==> src/rtl/conv_pkg.sv <==
// Shared types and arithmetic helpers for the row convolution engine.
// Holds the FSM state enum, accumulator width calculation and saturation.
package conv_pkg;

  typedef enum logic [1:0] {
    FILL,
    COMPUTE,
    OUTPUT
  } state_t;

  // Accumulator wide enough for CH*F*F full-scale products.
  function automatic int acc_width(input int dw, input int taps);
    return 2 * dw + $clog2(taps);
  endfunction

  // Clamp v to the signed range of a dw-bit value.
  function automatic logic signed [63:0] saturate(
    input logic signed [63:0] v,
    input int                 dw
  );
    logic signed [63:0] hi;
    logic signed [63:0] lo;
    hi = (64'sd1 <<< (dw - 1)) - 64'sd1;
    lo = -(64'sd1 <<< (dw - 1));
    if (v > hi) return hi;
    if (v < lo) return lo;
    return v;
  endfunction

endpackage

==> src/rtl/conv_mac_lane.sv <==
// One output column: serial multiply-accumulate over all taps, then
// shift + saturate into a held result.
// Ports: clk, reset (sync, high); clear zeroes the accumulator; en adds
// pixel*weight; latch captures the saturated result; result is the output.
module conv_mac_lane
  import conv_pkg::*;
#(
  parameter int DATA_WIDTH = 8,
  parameter int ACC_W      = 20,
  parameter int SHIFT      = 0
) (
  input  logic                         clk,
  input  logic                         reset,
  input  logic                         clear,
  input  logic                         en,
  input  logic                         latch,
  input  logic signed [DATA_WIDTH-1:0] pixel,
  input  logic signed [DATA_WIDTH-1:0] weight,
  output logic signed [DATA_WIDTH-1:0] result
);

  logic signed [ACC_W-1:0]        acc;
  logic signed [2*DATA_WIDTH-1:0] prod;
  logic signed [63:0]             wide;

  assign prod = pixel * weight;
  assign wide = 64'(acc) >>> SHIFT;

  always_ff @(posedge clk) begin
    if (reset) begin
      acc    <= '0;
      result <= '0;
    end else begin
      if (clear) acc <= '0;
      else if (en) acc <= acc + ACC_W'(prod);
      if (latch) result <= DATA_WIDTH'(saturate(wide, DATA_WIDTH));
    end
  end

endmodule

==> src/rtl/conv_row_engine.sv <==
// Streaming row convolution: buffers F rows (stride 1), then runs one tap
// per cycle across all W-F+1 output columns in parallel.
// Ports: row_valid/row_ready/row_data/row_last input row stream; filter
// weights captured per window; out_valid/out_ready/out_data/out_last result.
module conv_row_engine
  import conv_pkg::*;
#(
  parameter int DATA_WIDTH = 8,
  parameter int W          = 6,
  parameter int F          = 3,
  parameter int CH         = 1,
  parameter int SHIFT      = 0
) (
  input  logic                             clk,
  input  logic                             reset,
  input  logic                             row_valid,
  output logic                             row_ready,
  input  logic [0:CH*W*DATA_WIDTH-1]       row_data,
  input  logic                             row_last,
  input  logic [0:CH*F*F*DATA_WIDTH-1]     filter,
  output logic                             out_valid,
  input  logic                             out_ready,
  output logic [0:(W-F+1)*DATA_WIDTH-1]    out_data,
  output logic                             out_last
);

  localparam int NOUT  = W - F + 1;
  localparam int NTAP  = CH * F * F;
  localparam int ACC_W = acc_width(DATA_WIDTH, NTAP);
  localparam int RW    = CH * W * DATA_WIDTH;
  localparam int RH_W  = $clog2(F + 1);
  localparam int T_W   = $clog2(NTAP + 1);
  localparam int C_W   = $clog2(CH + 1);

  if (W < F || F < 1 || CH < 1) begin : g_bad_params
    $fatal(1, "conv_row_engine: need W >= F >= 1 and CH >= 1");
  end

  state_t state;
  state_t next;

  logic [0:RW-1]                 win [F];
  logic [0:NTAP*DATA_WIDTH-1]    filt;
  logic [RH_W-1:0]               rows_held;
  logic [T_W-1:0]                tap;
  logic [RH_W-1:0]               k_idx;
  logic [RH_W-1:0]               r_idx;
  logic [C_W-1:0]                c_idx;
  logic                          win_last;
  logic                          last_q;

  logic                          accept;
  logic                          full;
  logic                          mac_en;
  logic                          mac_latch;
  logic [0:RW-1]                 cur_row;
  logic signed [DATA_WIDTH-1:0]  weight;

  assign accept    = row_valid && row_ready;
  assign full      = (32'(rows_held) + 1 == F);
  assign mac_en    = (state == COMPUTE) && (32'(tap) != NTAP);
  // Extra cycle after the last tap registers the saturated result.
  assign mac_latch = (state == COMPUTE) && (32'(tap) == NTAP);
  assign cur_row   = win[r_idx];
  assign weight    = filt[32'(tap) * DATA_WIDTH +: DATA_WIDTH];
  assign out_last  = last_q;

  always_comb begin
    next      = state;
    row_ready = 1'b0;
    out_valid = 1'b0;
    unique case (state)
      FILL: begin
        row_ready = !reset;
        if (accept && full) next = COMPUTE;
      end
      COMPUTE: begin
        if (mac_latch) next = OUTPUT;
      end
      OUTPUT: begin
        out_valid = 1'b1;
        if (out_ready) next = FILL;
      end
      default: next = FILL;
    endcase
  end

  always_ff @(posedge clk) begin
    if (reset) begin
      state     <= FILL;
      rows_held <= '0;
      tap       <= '0;
      k_idx     <= '0;
      r_idx     <= '0;
      c_idx     <= '0;
      filt      <= '0;
      win_last  <= 1'b0;
      last_q    <= 1'b0;
      for (int i = 0; i < F; i++) win[i] <= '0;
    end else begin
      state <= next;
      if (accept) begin
        for (int i = 0; i < F - 1; i++) win[i] <= win[i + 1];
        win[F-1] <= row_data;
        if (full) begin
          filt     <= filter;
          win_last <= row_last;
          tap      <= '0;
          k_idx    <= '0;
          r_idx    <= '0;
          c_idx    <= '0;
        end else if (row_last) begin
          rows_held <= '0;
        end else begin
          rows_held <= rows_held + 1'b1;
        end
      end
      // Tap order k fastest, then r, then c matches t = (c*F + r)*F + k.
      if (mac_en) begin
        tap <= tap + 1'b1;
        if (32'(k_idx) == F - 1) begin
          k_idx <= '0;
          if (32'(r_idx) == F - 1) begin
            r_idx <= '0;
            c_idx <= c_idx + 1'b1;
          end else begin
            r_idx <= r_idx + 1'b1;
          end
        end else begin
          k_idx <= k_idx + 1'b1;
        end
      end
      if (mac_latch) last_q <= win_last;
      if (state == OUTPUT && out_ready) begin
        last_q    <= 1'b0;
        rows_held <= win_last ? '0 : RH_W'(F - 1);
      end
    end
  end

  for (genvar n = 0; n < NOUT; n++) begin : g_lane
    logic signed [DATA_WIDTH-1:0] pixel;
    logic signed [DATA_WIDTH-1:0] result;

    assign pixel =
      cur_row[(32'(c_idx) * W + n + 32'(k_idx)) * DATA_WIDTH +: DATA_WIDTH];
    assign out_data[n*DATA_WIDTH +: DATA_WIDTH] = result;

    conv_mac_lane #(
      .DATA_WIDTH(DATA_WIDTH),
      .ACC_W     (ACC_W),
      .SHIFT     (SHIFT)
    ) u_lane (
      .clk   (clk),
      .reset (reset),
      .clear (accept && full),
      .en    (mac_en),
      .latch (mac_latch),
      .pixel (pixel),
      .weight(weight),
      .result(result)
    );
  end

endmodule

==> config.mk <==
export PLATFORM = sky130hd
export DESIGN_NAME = conv_row_engine
export DESIGN_NICKNAME = d
export VERILOG_FILES = /design/src/rtl/conv_pkg.sv /design/src/rtl/conv_mac_lane.sv /design/src/rtl/conv_row_engine.sv
export SDC_FILE = /design/constraint.sdc
export NUM_CORES = 2
export LEC_CHECK = 0
export CAP_MARGIN = 20
export CORE_AREA = 2 2 261 263
export DETAILED_ROUTE_END_ITERATION = 12
export DIE_AREA = 0 0 263 265
export HOLD_SLACK_MARGIN = 0.1
export PLACE_DENSITY_LB_ADDON = 0.1
export SLEW_MARGIN = 40
export SYNTH_ARGS = -nofsm -noshare
export SYNTH_HDL_FRONTEND = slang
export SYNTH_SLANG_ARGS = --single-unit
export TNS_END_PERCENT = 20
==> constraint.sdc <==
create_clock -name clk -period 12.3 [get_ports clk]
set_clock_uncertainty 0.2 [all_clocks]
set_input_delay 2.46 -clock clk [delete_from_list [all_inputs] [get_ports clk]]
set_output_delay 2.46 -clock clk [all_outputs]
set_load 0.05 [all_outputs]
# [Word level (Yosys, flattened, before mapping)]
# Memories as Yosys holds them, arrays and structs flattened. A register that Yosys moved wholly into a read port is not among the register bits.
# Cells that the tools add are included.
[op_classes] add_sub_neg=17 n_mul=5 magnitude_cmp=8 eq_ne=11 shift=5 n_mux=81 bitwise=8 n_reduce_logical=16
[ops] operator="$shiftx A48 B33 Y49" count=4
[ops] operator="$mux W48" count=3
[ops] operator="$mux W8" count=16
[ops] operator="$not A9 Y33" count=3
[ops] operator="$add A20 B16 Y20" count=4
[ops] operator="$gt A20 B8 Y1 const B" count=4
[ops] operator="$lt A20 B8 Y1 const B" count=4
[ops] operator="$shiftx A72 B33 Y73" count=1
[ops] operator="$mul A8 B8 Y16" count=4
[ops] operator="$mux W1" count=40
[ops] operator="$mux W2" count=18
[ops] operator="$not A7 Y33" count=1
[ops] operator="$not A8 Y33" count=1
[ops] operator="$add A5 B2 Y6" count=3
[ops] operator="$mux W4" count=3
[ops] operator="$add A4 B2 Y5 const B" count=2
[ops] operator="$add A2 B1 Y2 const B" count=3
[ops] operator="$eq A2 B2 Y1 const B" count=3
[ops] operator="$ne A2 B1 Y1 const B" count=3
[ops] operator="$pmux W2 S3" count=1
[ops] operator="$reduce_and A2 Y1" count=3
[ops] operator="$reduce_bool A2 Y1" count=3
[ops] operator="$add A4 B1 Y5 const B" count=1
[ops] operator="$add A4 B2 Y5" count=1
[ops] operator="other kinds (15)" count=22
[totals] reg_bits=199 ramBits=144 out_inout_bits=35 memories=1
[mem_list] memory="win" words=3 word_bits=48 read_ports=3 rd_clocked_by_memory_dff=1 write_ports=3 line_no="conv_row_engine.sv:42" rtl="logic [0:RW-1] win [F];"

# [Longest topological paths before layout]
[logic_depth] depth_word=9 depth_mapped=28 depth_no_buf=25

# [Hierarchy]
# From an unflattened synthesis, not the netlist that was laid out.
[hier_totals] hier_cells=2951 area_unflattened_um2=30066.3
[by_module_without_submodules] mod="conv_row_engine" n_inst=1 cells_per_inst=991 area_per_inst_um2=11447.2 seq_area_each_um2=6065.8
[by_module_without_submodules] mod="conv_mac_lane at g_lane[0].u_lane" n_inst=1 cells_per_inst=504 area_per_inst_um2=4710.8 seq_area_each_um2=560.5
[by_module_without_submodules] mod="conv_mac_lane at g_lane[1].u_lane" n_inst=1 cells_per_inst=495 area_per_inst_um2=4684.5 seq_area_each_um2=560.5
[by_module_without_submodules] mod="conv_mac_lane at g_lane[3].u_lane" n_inst=1 cells_per_inst=480 area_per_inst_um2=4613.2 seq_area_each_um2=560.5
[by_module_without_submodules] mod="conv_mac_lane at g_lane[2].u_lane" n_inst=1 cells_per_inst=481 area_per_inst_um2=4610.7 seq_area_each_um2=560.5

# [Worst setup path after synthesis]
# No wires, ideal clock.
[synth_path] kind="register to register" start="register k_idx[0]" end="register g_lane[1].u_lane.acc[16]" setup_time_ns=0.117 t_arrival_ns=7.289 path_slack_ns=4.694 stages_incl_launch_ff=22 n_path_buf=2 synth_period_minus_slack_ns=7.606 path_cell_list="dfxtp_1 > inv_2 > buf_2 > buf_2 > fa_1 > xor2_4 > mux2_2 > a32oi_4 > nor2b_1 > fa_1 > fa_1 > fa_1 > fa_1 > fa_1 > ha_1 > o21ai_0 > o21bai_1 > o41a_1 > o21ai_0 > a21oi_1 > xor2_1 > a22o_1"
[synth_between] elab_chain_cells=5
[synth_lines] item="start, declared" line_no="conv_row_engine.sv:46" rtl="logic [RH_W-1:0] k_idx;"
[synth_lines] item="start signal, assigned" line_no="conv_row_engine.sv:130" rtl="k_idx <= k_idx + 1'b1;"
[synth_lines] item="$add A5 B2 Y6" line_no="conv_row_engine.sv:146" rtl="cur_row[(32'(c_idx) * W + n + 32'(k_idx)) * DATA_WIDTH +: DATA_WIDTH];"
[synth_lines] item="$not A9 Y33 (implied by the code)" line_no="conv_row_engine.sv:146"
[synth_lines] item="$shiftx A48 B33 Y49" line_no="conv_row_engine.sv:146"
[synth_lines] item="$mul A8 B8 Y16" line_no="conv_mac_lane.sv:26" rtl="assign prod = pixel * weight;"
[synth_lines] item="$add A20 B16 Y20" line_no="conv_mac_lane.sv:35" rtl="else if (en) acc <= acc + ACC_W'(prod);"
[synth_lines] item="end signal, assigned" line_no="conv_mac_lane.sv:35"
[synth_lines] item="end, declared" line_no="conv_mac_lane.sv:22" rtl="logic signed [ACC_W-1:0] acc;"
# No other way between the ends.
# A chain may end at the register's enable or synchronous reset.

# [Worst setup path after layout]
# Same ends and word-level chain as after synthesis.

==> parameters.txt <==
Parameter                              Value

Outcome
  Run status    complete, no violations

Global route
  Met3 demand-to-capacity share in global routing    0.03279
  Met1 Use GR    0.3261
  Global routing usage on met2    0.3801
  Vias in the first global route    22886
  Busiest layer in global routing    met2
  Total track usage    0.2333
  Pin count of the biggest net entering global routing    104
  Congestion Overflow GR    0
  First-pass GRT wire length    128.5 mm
  Number of antenna violations at the first check in global routing    1

Min path
  WHS Path Cells    2
  Worst hold-check path type    flip-flop to flip-flop
  Hold worst-path end    g_lane[0].u_lane.result[4]$_SDFFE_PP0P_
  Min-Delay Startpoint    g_lane[0].u_lane.result[4]$_SDFFE_PP0P_

Cells and area
  Fill cell total of the finished layout    6212
  Post-route standard cell area excluding fillers    33610 um2
  Seq. cell area    8310 um2
  Leading cell type in the layout, fill and taps excluded    sky130_fd_sc_hd__inv_1
  Synthesis-to-layout area growth    12.98%
  Commonest non-fill, non-tap cells in the layout    365 x sky130_fd_sc_hd__inv_1, 354 x sky130_fd_sc_hd__fa_1, 343 x sky130_fd_sc_hd__nand2_1, 228 x sky130_fd_sc_hd__nor2_1, 213 x sky130_fd_sc_hd__a21oi_1
  Share of layout cells above drive strength 1    0.07358
  Area of the multi-input gates    19450 um2
  Total Nets Final    3819

Critical path
  Nature of the critical path startpoint    flip-flop
  Worst-path cell chain    buf_4, inv_2, fa_1, clkinv_1, nand2_1, o22ai_1, nand2_1, nor2_1, fa_1, inv_1, fa_1, inv_1, fa_1, fa_1, fa_1, ha_1, o21ai_0, o21bai_1, o41a_1, o21ai_0, a21oi_1, xor2_1, a22o_1
  Worst R2R Path Depth    23
  Max incr delay on CP    0.97 ns
  Critical path data required time    12.57 ns
  CP most frequent cell    sky130_fd_sc_hd__fa_1
  Crit Reg-Reg Endpoint    g_lane[1].u_lane.acc[16]$_SDFFE_PP0P_
  R2r setup slk    4.12 ns
  Data arrival time of the critical path    8.45 ns
  Critical-path cell with the highest stage delay    sky130_fd_sc_hd__fa_1
  Launch point of the worst reg-to-reg path    k_idx[0]$_SDFFE_PP0P_
  Nature of the critical path endpoint    flip-flop
  CP Class    flip-flop to flip-flop
  Crit-path max FO    30

CTS
  Sinks on Clock Net    343
  CTS hold repair buffers    0
  Number of levels in the clock H-tree    2
  Skew-Pair Late Insertion Delay    0.59 ns
  Cell chosen for the clock root    sky130_fd_sc_hd__clkbuf_16
  Clock slew at the register clock pins of the worst setup and hold paths    0.06 ns
  TritonCTS clock tree    built
  Inserted Clock Buffers    42
  Buffers inserted during post-CTS setup optimization    0
  Post-CTS sizing    0
  Clk buf depth    3

Logic synthesis
  Syn Area/Cell    9.726 um2
  Part of the Yosys area used for sequential elements    0.2792
  Synthesis Warnings    0
  Post-synth EDFFs    144
  Total nets after synthesis    3731
  Distinct cell type count of the synthesized netlist    73
  Asr flop ratio synth    0
  Post-synthesis register bit count    343
  Number of instances in the synthesized netlist    3059
  Most used flip-flop cell after synthesis    sky130_fd_sc_hd__dfxtp_1
  Post-Synthesis Cell Area    29750 um2

Drt
  First DRT Iteration DRCs    1501
  Via count    21886
  Number of detailed-route iterations in the first pass    5
  Post-route antenna net violation count    0
  Number of design rule violations left after detail routing    0
  Routed via count divided by cell count    5.399
  Per-cell routed wire length    19.69 um
  Routed wire length    79.83 mm

STA
  Unrepaired setup endpoints after global routing    no
  Final-layout setup total negative slack    0 ns
  Number of hold violations in the final report    0
  Max transition margin    0.4107
  Fraction of the cycle the final worst path needs    0.6648
  Shortest period the worst path allows    8.178 ns
  F_max    122.3 MHz
  Setup Viol. Count Final    0
  Number of max-slew violations in the final report    0
  Slew at the pin closest to its max-slew limit    0.8821 ns

Place
  Final weighted congestion in routability-driven placement    0.8549
  Area after DPL    32160 um2
  Port bufs    159
  Detailed Place HPWL    59.42 mm

Pwr
  Power density normalized to cell area    81.13 nW/um2
  Leakage power summed over all cells    15.50 nW
  Maximum vdd ir drop    0.0001003 V
  Post-layout power    2.727 mW

Job
  Max capacitance violation total    0

Floorplanning
  Initial core utilization    0.4454
  DIE WIDTH    263 um
  Floorplan core area    66800 um2
  Die Outline Area    69700 um2
  Height of the die    265 um
  Top-Level Pins    160
  Num rows    95
[stage by stage]
stage	hold WS, ns	std cells	utilization	setup WS [ns]
3_3_place_gp	0.2409	3970	0.4799	4.118
5_1_grt	0.2721	4053	0.5031	3.730
6_report	0.2523	4054	0.5032	4.122
2_1_floorplan	0.2331	3059	-	4.694
4_1_cts	0.2531	4051	0.5024	4.075
3_5_place_dp	0.2451	3974	0.4814	4.109
[sequential cells by signal, summed over array words and instances, names as in the netlist]
name and count:
g_lane.u_lane.acc 80, tap 4, filt 72, out_last 1, r_idx 2, c_idx 1
win 144, k_idx 2, rows_held 2, win_last 1, g_lane.u_lane.result 32, state 2
[cells by family (layout without fill, tap and decap cells)]
family                     count (synthesis)  in the layout  synth area share
muxes                                    184            184           0.07175
DFF                                      343            343            0.2792
buffers and inverters                    523            644           0.06918
xor gates and xnor gates                  75             75           0.02271
and+or+nand+nor                          944            944            0.1491
AOI/OAI and AO/OA                        443            443           0.08865
adders and majority gates                547            547            0.3194
other                                      0              1                 0
[layer usage]
metal  share of wire  wire length [um]
met4           0.023              1815
met1            0.46             36760
met3           0.049              3875
met2            0.47             37380
met5               0                 0
[power by group]
group          switching (mW)  total, mW  internal, mW  leakage [nW]
sequential             0.0182       1.24          1.23          3.13
clock                   0.534       1.27         0.737         0.679
combinational           0.125      0.212        0.0872          11.7
[worst max path at each step]
stage	start	endpoint	slack [ns]	depth (start not counted)
after global placement	k_idx[0]$_SDFFE_PP0P_	g_lane[3].u_lane.acc[15]$_SDFFE_PP0P_	4.12	19
after global routing	k_idx[0]$_SDFFE_PP0P_	g_lane[1].u_lane.acc[16]$_SDFFE_PP0P_	3.73	23
final	k_idx[0]$_SDFFE_PP0P_	g_lane[1].u_lane.acc[16]$_SDFFE_PP0P_	4.12	23
after detailed placement	tap[0]$_SDFFE_PP0P_	g_lane[0].u_lane.acc[19]$_SDFFE_PP0P_	4.11	23
after CTS	tap[0]$_SDFFE_PP0P_	g_lane[0].u_lane.acc[19]$_SDFFE_PP0P_	4.07	23
after floorplan	k_idx[0]$_SDFFE_PP0P_	g_lane[1].u_lane.acc[16]$_SDFFE_PP0P_	4.69	21
[Yosys cell counts, types with 59 or more instances]
library cell               number  share of area
sky130_fd_sc_hd__nor2_1       229          0.029
sky130_fd_sc_hd__inv_1        366          0.046
sky130_fd_sc_hd__mux2i_1      106          0.036
sky130_fd_sc_hd__nand2_1      345          0.044
sky130_fd_sc_hd__a21oi_1      216          0.036
sky130_fd_sc_hd__dfxtp_1      199           0.13
sky130_fd_sc_hd__clkbuf_1     108          0.014
sky130_fd_sc_hd__and3_1       155          0.033
sky130_fd_sc_hd__o21ai_0       80          0.013
sky130_fd_sc_hd__ha_1         193          0.081
sky130_fd_sc_hd__edfxtp_1     144           0.15
sky130_fd_sc_hd__fa_1         354           0.24
sky130_fd_sc_hd__mux2_2        59          0.022
[worst max-delay path: cells and delay by family, from the launching register on]
| kind | cells | cell delay, ns |
|---|---|---|
| and+or+nand+nor | 3 | 0.60 |
| xor gates and xnor gates | 1 | 0.17 |
| DFF | 1 | 0.31 |
| AOI/OAI and AO/OA | 7 | 1.64 |
| buffers and inverters | 5 | 1.28 |
| adders and majority gates | 7 | 3.83 |
[cell type report]
cell class              count  area share
well taps                 873     0.03250
diodes                      1  0.00007445
flip-flops and latches    343      0.2472
multi-input cells        2193      0.5788
repair buffers            198     0.05844
inverters                 369     0.04121
clock buffers              48     0.03283
clock inverters            29    0.008934
Note: power is estimated with default switching activity, not from simulation.
